[config.mk]
export PLATFORM = sky130hd
export DESIGN_NAME = btn_debouncer
export DESIGN_NICKNAME = d
export VERILOG_FILES = /design/src/rtl/debounce_pkg.sv /design/src/rtl/bit_synchronizer.sv /design/src/rtl/btn_debouncer.sv
export SDC_FILE = /design/constraint.sdc
export NUM_CORES = 1
export LEC_CHECK = 0
export CORE_AREA = 2 2 55 77
export CTS_CLUSTER_DIAMETER = 80
export DETAILED_ROUTE_END_ITERATION = 10
export DIE_AREA = 0 0 57 79
export SLEW_MARGIN = 5
export SYNTH_ARGS = -nofsm -noshare
export SYNTH_HDL_FRONTEND = slang
export SYNTH_SLANG_ARGS = --single-unit
[constraint.sdc]
create_clock -name clk -period 2.35 [get_ports clk]
set_clock_uncertainty 0.1 [all_clocks]
set_input_delay 0.235 -clock clk [delete_from_list [all_inputs] [get_ports clk]]
set_output_delay 0.235 -clock clk [all_outputs]
set_load 0.02 [all_outputs]
[src/rtl/debounce_pkg.sv]
// Shared types and constants for the push-button debouncer.
package debounce_pkg;
    typedef enum logic [1:0] {ZERO, WAIT1, ONE, WAIT0} db_state_t;
    localparam int DB_STABLE_100MHZ_10MS = 1_000_000;
endpackage

[src/rtl/bit_synchronizer.sv]
// Generic N-flop synchroniser for a single asynchronous input bit.
module bit_synchronizer #(
    parameter int STAGES = 2
) (
    input  logic clk,
    input  logic reset,
    input  logic d,
    output logic q
);
    logic [STAGES-1:0] sync_q;
    logic [STAGES-1:0] sync_d;

    always_comb begin
        sync_d = {sync_q[STAGES-2:0], d};
    end

    always_ff @(posedge clk or posedge reset) begin
        if (reset) sync_q <= '0;
        else       sync_q <= sync_d;
    end

    assign q = sync_q[STAGES-1];
endmodule

[src/rtl/btn_debouncer.sv]
// Debounces one raw push-button input into a clean level plus one-cycle rise/fall pulses.
// state | meaning
// ZERO  | accepted level is 0, idle
// WAIT1 | synchronised input reads 1, counting down the stability window
// ONE   | accepted level is 1, idle
// WAIT0 | synchronised input reads 0, counting down the stability window
module btn_debouncer
    import debounce_pkg::*;
#(
    parameter int SYNC_STAGES   = 2,
    parameter int STABLE_CYCLES = DB_STABLE_100MHZ_10MS
) (
    input  logic clk,
    input  logic reset,
    input  logic btn,
    output logic db_level,
    output logic db_rise,
    output logic db_fall
);
    localparam int            CW       = $clog2(STABLE_CYCLES + 1);
    localparam logic [CW-1:0] CNT_LOAD = CW'(STABLE_CYCLES - 1);
    localparam logic [CW-1:0] CNT_ONE  = CW'(1);

    logic      btn_s;
    db_state_t state_q, state_d;
    logic [CW-1:0] cnt_q, cnt_d;
    logic      level_q, level_d;
    logic      rise_q, rise_d;
    logic      fall_q, fall_d;

    bit_synchronizer #(.STAGES(SYNC_STAGES)) u_sync (
        .clk   (clk),
        .reset (reset),
        .d     (btn),
        .q     (btn_s)
    );

    always_ff @(posedge clk or posedge reset) begin
        if (reset) begin
            state_q <= ZERO;
            cnt_q   <= '0;
            level_q <= 1'b0;
            rise_q  <= 1'b0;
            fall_q  <= 1'b0;
        end else begin
            state_q <= state_d;
            cnt_q   <= cnt_d;
            level_q <= level_d;
            rise_q  <= rise_d;
            fall_q  <= fall_d;
        end
    end

    // A contrary sample in a WAIT state drops back without keeping the count.
    always_comb begin
        state_d = state_q;
        cnt_d   = cnt_q;
        case (state_q)
            ZERO: begin
                if (btn_s) begin
                    state_d = WAIT1;
                    cnt_d   = CNT_LOAD;
                end
            end
            WAIT1: begin
                if (!btn_s)             state_d = ZERO;
                else if (cnt_q == '0)   state_d = ONE;
                else                    cnt_d   = cnt_q - CNT_ONE;
            end
            ONE: begin
                if (!btn_s) begin
                    state_d = WAIT0;
                    cnt_d   = CNT_LOAD;
                end
            end
            WAIT0: begin
                if (btn_s)              state_d = ONE;
                else if (cnt_q == '0)   state_d = ZERO;
                else                    cnt_d   = cnt_q - CNT_ONE;
            end
            default: state_d = ZERO;
        endcase
    end

    always_comb begin
        level_d = level_q;
        rise_d  = 1'b0;
        fall_d  = 1'b0;
        if (state_q == WAIT1 && state_d == ONE) begin
            level_d = 1'b1;
            rise_d  = 1'b1;
        end
        if (state_q == WAIT0 && state_d == ZERO) begin
            level_d = 1'b0;
            fall_d  = 1'b1;
        end
    end

    assign db_level = level_q;
    assign db_rise  = rise_q;
    assign db_fall  = fall_q;
endmodule
==> summary.md <==
| Metric | Value |
|---|---|
| CP max stage delay | 0.40 ns |
| DR iter-0 viols | 33 |
| Final setup violation count | 0 |
| Die Span X | 57 µm |
| Crit path time final | roughly 2.1 ns |
| First-pass GRT wire length | about 5.1 mm |
| Post-CTS Resized | 0 |
| Post-place instance area | about 1500 µm² |
| Final worst setup slack | 0.233 ns |
| CTS root buf | clkbuf_8 |
| #FFs+latches synth | 27 |
| Layout cells sized above 1 | 14.0% |
| Layout filler cell count | 403 |
| Worst VDD drop | 0.312 mV |
| Ant diodes | 0 |
| Fin crit share | about 90% |
| DP HPWL | 2.13 mm |
| CTS H-Tree Depth | 1 |
| Vias per cell | 5.72 |
| Peak Freq | 472 MHz |
| CP bufs+invs | 1 |
| Slowest stage cell on the critical path | dfrtp_1 |
| Final hold vios | 0 |
| Most common cell after layout, fill and taps aside | dfrtp_1 |
| Routability cong. | approximately 0.8 |
| Gate power share | 9.4% |
| Nets@finish | 155 |
| Design area | between 1500 and 2000 µm² |
| Syn Std Cell Area | around 1400 µm² |
| Reg power frac | 59.4% |
| Die ar. | 4500 µm² |
| Post-synth EDFFs | 0 |
| Unrepaired setup endpoints after global routing | false |
| Pwr Total | 0.849 mW |
| Top Family by Delay on Critical Path | compound AO/OA/AOI/OAI gates |
| P_sw | 0.214 mW |
| Worst EP required | ~2.4 ns |
| Io pins | 6 |
| Crit-path cells | inv_1 -> ha_1 -> nor4b_4 -> and3_2 -> a21oi_4 -> o21ai_0 -> a22o_1 |
| Syn Inst Count | 139 |
| GRT Total Usage | 14.2% |
| WL per Instance | 15.0 µm |
| Worst Tran Pin Value | 0.532 ns |
| Die Ht | 79 µm |
| Critical Path Start Type | flop |
| Total CTS buffers | 3 |
| Crit path DAT | 2.18 ns |
| Clk buf depth | 2 |
| Vias post-DR | 1104 |
| Min-Delay Path Class | in -> async |
| Slew headroom | about 64% |
| Antenna violations before repair | 0 |
| Pint | around 0.63 mW |
| Post-CTS setup buffer count | 0 |
| Area of the multi-input gates | 671 µm² |
| Clock power frac | 31.2% |
| Routed wire length | 2.89 mm |
| P&R area growth vs syn | 12.9% |
| Worst-Skew Late Latency | ~0.27 ns |
| Synth warn | 0 |
| Syn avg cell area | about 10 µm² |
| Pleak | 0.657 nW |
| Asr flop ratio synth | 100% |
| WHS | 0.205 ns |
| # port buffers | 5 |
| Worst Setup End Kind | flop |
| Initial Utilization | 36.1% |
| Ys flop type | dfrtp_1 |
| TritonCTS Sinks | 27 |
| Power Density | roughly 540 nW/µm² |
| Sum of negative setup slack | 0 ns |
| Syn nets | 143 |
| DR DRC count | 0 |
| Register Area | ~680 µm² |
| Largest net degree at the start of global routing | 28 |
| Vias in the first global route | 1100 |
| Core area | 3850 µm² |
| Slew Limit Fails | 0 |
| Pre-CTS worst setup slack | 0.0415 ns |
| Final ANT Viol Nets | 0 |
| Outcome | finished clean |
| CTS tree | done |
| DR pass1 iterations | 4 |
| Seq/Total Area, Yosys | about half |
| Most frequent cells in the layout | dfrtp_1, o21ai_0, nor2_1 |
| WS Path Type | reg -> reg |
| Post-CTS Hold Buffers | 0 |
| Row Count | 27 |
| Clock slew at reported path FFs | ~0.090 ns |
| GRT overflow | 0 |
| Yosys cell types | 44 |
| Max cap viols | 0 |
| Switching Share | between 20% and 30% |
| Crit path max fanout | 15 |
[worst paths after layout]
| path | start | to | slack (ns) | cells past startpoint |
|---|---|---|---|---|
| hold / removal | reset | cnt_q[7] | 0.21 | 3 |
| max in group asynchronous | reset | cnt_q[12] | 1.69 | 3 |
| setup reg to reg | cnt_q[0] | cnt_q[13] | 0.23 | 7 |
| hold reg to reg | u_sync.sync_q[0] | u_sync.sync_q[1] | 0.26 | 0 |
| min in group clk | u_sync.sync_q[0] | u_sync.sync_q[1] | 0.26 | 0 |
| setup / recovery | cnt_q[0] | cnt_q[13] | 0.23 | 7 |
[worst reg2reg max path, cell delays in order (launching register included)]
cell,delay (ns)
dfrtp_1,0.40
inv_1,0.08
ha_1,0.25
nor4b_4,0.15
and3_2,0.24
a21oi_4,0.38
o21ai_0,0.16
a22o_1,0.25
[per-stage QoR]
stage	cells	util, %
after global placement	189	39.2
after floorplan	139	-
after CTS	193	40.5
final	193	40.8
after global routing	193	40.8
after detailed placement	189	39.2
[area by class of cell]
| type | count | share of cell area [%] |
|---|---|---|
| Sequential cell | 27 | 43.0 |
| Multi-Input combinational cell | 101 | 42.7 |
| Timing Repair Buffer | 11 | 6.06 |
| Tap cell | 43 | 3.43 |
| Clock buffer | 3 | 2.63 |
| Inverter | 7 | 1.67 |
| Clock inverter | 1 | 0.478 |
[synth_stat cells (2+ instances only)]
| master | n | area (µm²) |
|---|---|---|
| or4_1 | 2 | 15.0 |
| xnor2_1 | 4 | 35.0 |
| nand3_1 | 2 | 10.0 |
| buf_4 | 2 | 15.0 |
| dfrtp_1 | 27 | 676 |
| o21a_1 | 2 | 15.0 |
| nor4_1 | 5 | 31.3 |
| inv_1 | 7 | 26.3 |
| nand2_1 | 9 | 33.8 |
| nor2_1 | 10 | 37.5 |
| a21oi_1 | 8 | 40.0 |
| nor3_1 | 6 | 30.0 |
| o21ai_0 | 14 | 70.1 |
| nor3b_1 | 2 | 15.0 |
| a31oi_1 | 7 | 43.8 |
| o21ai_1 | 2 | 10.0 |
| nand2b_1 | 3 | 18.8 |
[cell families (layout without fill, tap and decap cells)]
logic type	Yosys count	after routing	share of synthesized area, %
adder cells (fa/ha/maj)	1	1	0.899
XOR/XNOR	5	5	3.15
AO/OA/AOI/OAI	45	45	20.1
flip-flops	27	27	48.6
buffers and inverters	11	22	4.05
AND/OR/NAND/NOR	50	50	23.3
[registers in the layout, indices dropped and copies added, names as in the netlist]
signal,flops
cnt_q,20
state_q,2
u_sync.sync_q,2
db_fall,1
db_level,1
db_rise,1
[metal layers]
metal  GRT usage [%]  up-vias  part of all wire [%]  wire length (µm)
li1                -      538                     -                 -
met1            17.4      550                    43              1250
met2            24.8       12                    53              1530
met3            1.95        4                   2.0                59
met4            5.35        0                   1.6                46
met5               0        -                     0                 0
[power by group through the flow]
stage                     clock [mW]  combinational (mW)  sequential (mW)
final                          0.265              0.0797            0.504
after global routing           0.291              0.0904            0.509
after global placement             0              0.0770            0.511
after CTS                      0.275              0.0810            0.504
after floorplan                    0              0.0587            0.509
after detailed placement           0              0.0810            0.513
No activity file was read; power rests on OpenSTA's default activity.
